$ cat src/rtl/hc595_sched_pkg.sv
// Shared types and defaults for the 74HC595 chain scheduler and its round-robin arbiter.
package hc595_sched_pkg;

    typedef enum logic [1:0] {
        ST_IDLE  = 2'd0,
        ST_SHIFT = 2'd1,
        ST_LATCH = 2'd2
    } state_t;

    localparam int DEF_NREQ           = 2;
    localparam int DEF_WIDTH          = 24;
    localparam int DEF_DIV            = 2;
    localparam int DEF_REFRESH_CYCLES = 50000;

    // Width of a counter/index that must hold 0..n-1, never narrower than one bit.
    function automatic int idx_w(input int n);
        return (n > 1) ? $clog2(n) : 1;
    endfunction

endpackage

$ cat src/rtl/hc595_rr_arbiter.sv
// Combinational round-robin picker: first valid requester at or after ptr, wrapping.
module hc595_rr_arbiter
    import hc595_sched_pkg::*;
#(
    parameter int NREQ = DEF_NREQ
) (
    input  logic [NREQ-1:0]        valid,
    input  logic [idx_w(NREQ)-1:0] ptr,
    output logic [NREQ-1:0]        grant,
    output logic [idx_w(NREQ)-1:0] idx,
    output logic                   found
);

    localparam int IW = idx_w(NREQ);

    function automatic int wrap(input int p, input int k);
        return (p + k >= NREQ) ? p + k - NREQ : p + k;
    endfunction

    always_comb begin
        grant = '0;
        idx   = '0;
        found = 1'b0;
        for (int k = 0; k < NREQ; k++) begin
            if (!found && valid[wrap(int'(ptr), k)]) begin
                found                      = 1'b1;
                idx                        = IW'(wrap(int'(ptr), k));
                grant[wrap(int'(ptr), k)]  = 1'b1;
            end
        end
    end

endmodule

$ cat src/rtl/hc595_chain_scheduler.sv
// Arbitrates whole frames onto a 74HC595 chain: MSB-first on SER/SRCLK, then an RCLK latch pulse.
// Optional idle refresh of the last frame is compiled in with HC595_SCHED_REFRESH_EN.
module hc595_chain_scheduler
    import hc595_sched_pkg::*;
#(
    parameter int NREQ           = DEF_NREQ,
    parameter int WIDTH          = DEF_WIDTH,
    parameter int DIV            = DEF_DIV,
    parameter int REFRESH_CYCLES = DEF_REFRESH_CYCLES
) (
    input  logic                    i_clk,
    input  logic                    i_rst_n,
    input  logic [NREQ-1:0]         i_req_valid,
    input  logic [NREQ*WIDTH-1:0]   i_req_data,
    output logic [NREQ-1:0]         o_req_ready,
    output logic                    o_ser,
    output logic                    o_srclk,
    output logic                    o_rclk,
    output logic                    o_busy,
    output logic [idx_w(NREQ)-1:0]  o_grant_id
);

    localparam int IW = idx_w(NREQ);
    localparam int PW = idx_w(DIV);
    localparam int BW = idx_w(WIDTH);
    localparam logic [PW-1:0] PH_LAST = PW'(DIV - 1);
    localparam logic [BW-1:0] BIT_TOP = BW'(WIDTH - 1);

    state_t           state_q, state_d;
    logic [WIDTH-1:0] shadow_q, shadow_d;
    logic [BW-1:0]    bit_q, bit_d;
    logic [PW-1:0]    ph_q, ph_d;
    logic             ser_q, ser_d, srclk_q, srclk_d, rclk_q, rclk_d;
    logic [IW-1:0]    gid_q, gid_d, ptr_q, ptr_d;

    logic [NREQ-1:0]  arb_grant;
    logic [IW-1:0]    arb_idx;
    logic             arb_found;
    logic             accept;
    logic             refresh;
    logic [WIDTH-1:0] req_frame;

    hc595_rr_arbiter #(.NREQ(NREQ)) u_arb (
        .valid (i_req_valid),
        .ptr   (ptr_q),
        .grant (arb_grant),
        .idx   (arb_idx),
        .found (arb_found)
    );

    assign accept    = (state_q == ST_IDLE) && arb_found;
    assign req_frame = i_req_data[int'(arb_idx)*WIDTH +: WIDTH];
    // Ready is gated by reset as well so nothing is offered while the block is held in reset.
    assign o_req_ready = (state_q == ST_IDLE && i_rst_n) ? arb_grant : '0;
    assign o_busy      = (state_q != ST_IDLE);
    assign o_ser       = ser_q;
    assign o_srclk     = srclk_q;
    assign o_rclk      = rclk_q;
    assign o_grant_id  = gid_q;

    // The shadow doubles as the shift source: it is indexed, never shifted, so it always
    // holds the whole last frame for a refresh.
    always_comb begin
        state_d  = state_q;
        shadow_d = shadow_q;
        bit_d    = bit_q;
        ph_d     = ph_q;
        ser_d    = ser_q;
        srclk_d  = srclk_q;
        rclk_d   = rclk_q;
        gid_d    = gid_q;
        ptr_d    = ptr_q;
        case (state_q)
            ST_IDLE: begin
                if (accept) begin
                    shadow_d = req_frame;
                    gid_d    = arb_idx;
                    ptr_d    = (int'(arb_idx) == NREQ - 1) ? '0 : arb_idx + 1'b1;
                end
                if (accept || refresh) begin
                    state_d = ST_SHIFT;
                    bit_d   = BIT_TOP;
                    ph_d    = '0;
                    srclk_d = 1'b0;
                    ser_d   = accept ? req_frame[WIDTH-1] : shadow_q[WIDTH-1];
                end
            end
            ST_SHIFT: begin
                if (ph_q != PH_LAST) begin
                    ph_d = ph_q + 1'b1;
                end else begin
                    ph_d = '0;
                    if (!srclk_q) begin
                        srclk_d = 1'b1;
                    end else if (bit_q == '0) begin
                        state_d = ST_LATCH;
                        srclk_d = 1'b0;
                        ser_d   = 1'b0;
                        rclk_d  = 1'b1;
                    end else begin
                        bit_d   = bit_q - 1'b1;
                        srclk_d = 1'b0;
                        ser_d   = shadow_q[bit_d];
                    end
                end
            end
            ST_LATCH: begin
                if (ph_q != PH_LAST) begin
                    ph_d = ph_q + 1'b1;
                end else begin
                    ph_d    = '0;
                    rclk_d  = 1'b0;
                    state_d = ST_IDLE;
                end
            end
            default: state_d = ST_IDLE;
        endcase
    end

    // NOTE: registers use <= so every flop samples pre-edge values regardless of block order.
    always_ff @(posedge i_clk or negedge i_rst_n) begin
        if (!i_rst_n) begin
            state_q  <= ST_IDLE;
            shadow_q <= '0;
            bit_q    <= '0;
            ph_q     <= '0;
            ser_q    <= 1'b0;
            srclk_q  <= 1'b0;
            rclk_q   <= 1'b0;
            gid_q    <= '0;
            ptr_q    <= '0;
        end else begin
            state_q  <= state_d;
            shadow_q <= shadow_d;
            bit_q    <= bit_d;
            ph_q     <= ph_d;
            ser_q    <= ser_d;
            srclk_q  <= srclk_d;
            rclk_q   <= rclk_d;
            gid_q    <= gid_d;
            ptr_q    <= ptr_d;
        end
    end

`ifdef HC595_SCHED_REFRESH_EN
    localparam int CW = idx_w(REFRESH_CYCLES);

    logic [CW-1:0] idle_q, idle_d;
    logic          have_q, have_d;

    // Expiry is the REFRESH_CYCLES-th idle cycle; a real request on that cycle wins.
    assign refresh = (state_q == ST_IDLE) && !arb_found && have_q
                     && (idle_q == CW'(REFRESH_CYCLES - 1));

    always_comb begin
        idle_d = '0;
        have_d = have_q;
        if (state_q == ST_LATCH && state_d == ST_IDLE)
            have_d = 1'b1;
        if (state_q == ST_IDLE && have_q && !accept && !refresh)
            idle_d = idle_q + 1'b1;
    end

    always_ff @(posedge i_clk or negedge i_rst_n) begin
        if (!i_rst_n) begin
            idle_q <= '0;
            have_q <= 1'b0;
        end else begin
            idle_q <= idle_d;
            have_q <= have_d;
        end
    end
`else
    logic unused_refresh_cfg;
    assign refresh            = 1'b0;
    assign unused_refresh_cfg = ^REFRESH_CYCLES;
`endif

endmodule
$ cat config.mk
export PLATFORM = sky130hd
export DESIGN_NAME = hc595_chain_scheduler
export DESIGN_NICKNAME = d
export VERILOG_FILES = /design/src/rtl/hc595_sched_pkg.sv /design/src/rtl/hc595_rr_arbiter.sv /design/src/rtl/hc595_chain_scheduler.sv
export SDC_FILE = /design/constraint.sdc
export NUM_CORES = 1
export LEC_CHECK = 0
export ABC_CLOCK_PERIOD_IN_PS = 2300
export CORE_ASPECT_RATIO = 0.5
export CORE_MARGIN = 1.5
export CORE_UTILIZATION = 40
export CTS_CLUSTER_SIZE = 40
export DETAILED_ROUTE_END_ITERATION = 7
export PLACE_DENSITY = 0.69
export SYNTH_ARGS = -nofsm -noshare
export SYNTH_HDL_FRONTEND = slang
export SYNTH_HIERARCHICAL = 1
export SYNTH_SLANG_ARGS = --single-unit
export TNS_END_PERCENT = 10
$ cat constraint.sdc
create_clock -name i_clk -period 2.3 [get_ports i_clk]
set_clock_uncertainty 0.05 [all_clocks]
set_input_delay 0.46 -clock i_clk [delete_from_list [all_inputs] [get_ports i_clk]]
set_output_delay 0.46 -clock i_clk [all_outputs]
set_load 0.03 [all_outputs]
==> summary.txt <==
Run status
  – Status: finished, final reports clean

Floorplanning
  – Die area: 0.00576 mm²
  – Die W: 106 µm
  – IO Pins: 59
  – DIE HEIGHT: 54.4 µm
  – Core Area: 0.00500 mm²
  – Initial Utilization: 42.3%
  – FP Rows: 18

Critical path
  – Arrival time worst endpoint: 1.54 ns
  – CP Max Fanout: 4
  – Crit path required time: 1.79 ns
  – CP Capture Type: output pin
  – Setup Crit Path Kind: input pin to output pin
  – CP Launch Type: input pin

Route
  – Overall routed net length: 4340 µm
  – Vias per cell: 5.17
  – Wire per inst: 13.0 µm
  – Detailed-route via count: 1731
  – Iter 0 DRT Violations: 70
  – Routed Antenna Nets: 0
  – # DRC: 0
  – First-pass iteration count of the detailed router: 4

Final layout
  – ANT cells: 0
  – Layout cells sized above 1: 9.06%
  – Area Overhead vs Synth: 37.4%
  – # fillers: 441
  – Nets@finish: 323
  – Final Non-Filler Cells: 335
  – Multi-input combinational cell area: 0.00111 mm²
  – Register area: 926 µm²

Pwr
  – Pwr per Cell Area: 1030 mW/mm²
  – Max IR drop VDD: 0.392 mV
  – Pleak: 1.28 nW

Placement
  – GP Congestion: 0.831
  – Placed Cells: 328
  – Hpwl dp: 3310 µm
  – Port buffer count: 58

Clock network
  – Num Clock Sinks: 37
  – Root Buffer: clkbuf_8
  – H-tree depth: 2
  – Clk_lat worst skew: 0.29 ns
  – CTS buffer count: 5
  – CTS clk-pin slew, worst paths: 0.07 ns
  – CTS tree: yes
  – Clk buf depth: 2

Timing
  – Fmax: 0.488 GHz
  – Worst slew pin tran: 0.467 ns
  – Final setup violation count: 0
  – Tmin final: 2.05 ns
  – Period utilization: 89.1%
  – RSZ-0062 raised after global routing: false
  – Slew HR: 68.6%
  – Final Hold Vio Count: 0
  – Final TNS setup: 0 ns
  – Final Slew Violations: 0

Synthesis
  – Yosys Warn Count: 6
  – Post-synth cell types: 35
  – Top_reg_cell synth: dfrtp_1
  – Syn Std Cell Area: 0.00212 mm²
  – Post-synth ARST share: 100%
  – Synth top area share: 43.7%
  – Most common cell in the netlist: dfrtp_1
  – #FFs+latches synth: 37
  – Net Count, Synth: 263
  – Post-synth EDFFs: 0
  – Top post-synthesis cells by count: 37 x dfrtp_1, 34 x nand2_1, 33 x o21ai_0
  – Seq/Total Area, Yosys: 43.7%
  – Top cells by area, synth: dfrtp_1 44%, mux2i_1 12%, o21ai_0 7.8%
  – Largest area contributor in the netlist: dfrtp_1
  – Synth Instances: 205
  – Avg Inst Size Synth: 10.3 µm²

Global routing
  – First-pass GRT wire length: 7150 µm
  – Antenna violations before repair: 0
  – Largest net degree at the start of global routing: 52
  – Gr ovfl total: 0
  – Vias in the first global route: 1580
  – Global Route Usage Sum: 16.3%

Min path
  – Hold Crit Class: input pin to async pin

Flow run
  – Max Cap Viol: 0
## stage by stage
| step | area (µm²) | setup slack (ns) | utilization, % | power, mW | hold slack (ns) |
|---|---|---|---|---|---|
| 2_1_floorplan | 2120 | 0.367 | - | 2.02 | 0.114 |
| 3_3_place_gp | 2800 | 0.146 | 56.1 | 2.44 | 0.340 |
| 3_5_place_dp | 2800 | 0.0945 | 56.1 | 2.48 | 0.349 |
| 4_1_cts | 2910 | 0.0626 | 58.1 | 3.03 | 0.0362 |
| 5_1_grt | 2910 | 0.0459 | 58.2 | 3.24 | 0.0351 |
| 6_report | 2910 | 0.251 | 58.2 | 3.01 | 0.0148 |
## path summary, 6_finish.rpt
| kind | startpoint | slack [ns] | to | depth (start not counted) |
|---|---|---|---|---|
| setup / recovery | i_req_valid[0] | 0.25 | o_req_ready[0] | 4 |
| hold / removal | i_rst_n | 0.01 | state_q[0] | 1 |
| setup reg to reg | state_q[1] | 0.30 | o_ser | 6 |
| hold reg to reg | shadow_q[14] | 0.43 | shadow_q[14] | 2 |
| max in group asynchronous | i_rst_n | 1.55 | shadow_q[21] | 2 |
| min in group i_clk | shadow_q[14] | 0.43 | shadow_q[14] | 2 |
## power breakdown
part,leakage (nW),switching (mW),internal (mW)
clock network,0.0540,0.227,0.315
registers,0.442,0.157,0.931
logic,0.786,0.712,0.662
total,1.28,1.10,1.91
## flip-flops by register name, indices dropped and copies added, names as in the netlist
register    flops
o_srclk         1
ptr_q           1
o_grant_id      1
ph_q            1
o_rclk          1
state_q         2
shadow_q       24
bit_q           5
o_ser           1
## routing by layer
layer  wire length [µm]  track usage [%]  part of all wire (%)
met1               2140             21.4                    49
met2               1980             27.5                    46
met3                161             3.81                   3.7
met4                 57             5.41                   1.3
met5                  0                0                     0
## cell usage in the layout (no fill, tap or decap), types with 5 or more instances in the layout
master           instances
a21oi_1                  7
ha_1                     6
buf_4                    6
mux4_1                   5
nand2_1                 34
clkbuf_8                 5
o21ai_0                 33
dfrtp_1                 37
mux2i_1                 25
inv_1                    9
clkdlybuf4s50_1         54
## worst max-delay path, cell delays in order
cell and delay (ns):
clkdlybuf4s50_1 0.56, a21boi_0 0.20, and3_1 0.17, buf_4 0.15
## cell type report
type	count	share of cell area, %
clock buffers	5	2.37
clock inverters	2	1.20
inverters	9	1.16
multi-input cells	148	38.3
repair buffers	64	22.1
flip-flops and latches	37	31.8
well taps	70	3.01
## kinds of logic (layout without fill, tap and decap cells)
| kind of cell | Yosys count | in the layout | synth area share (%) |
|---|---|---|---|
| compound gates | 55 | 55 | 15.3 |
| simple gates | 51 | 51 | 11.6 |
| flops | 37 | 37 | 43.7 |
| mux | 35 | 35 | 21.2 |
| buf+inv | 20 | 80 | 4.14 |
| fa+ha+maj | 6 | 6 | 3.55 |
| xor+xnor | 1 | 1 | 0.414 |
## timing repair
| action | CTS | global route |
|---|---|---|
| gates resized for setup | 0 | 1 |
| hold buffers | 0 | 0 |
| endpoints found under the setup margin | 0 | 1 |
| buffers inserted | 0 | 0 |
(Power assumes the default switching activity.)
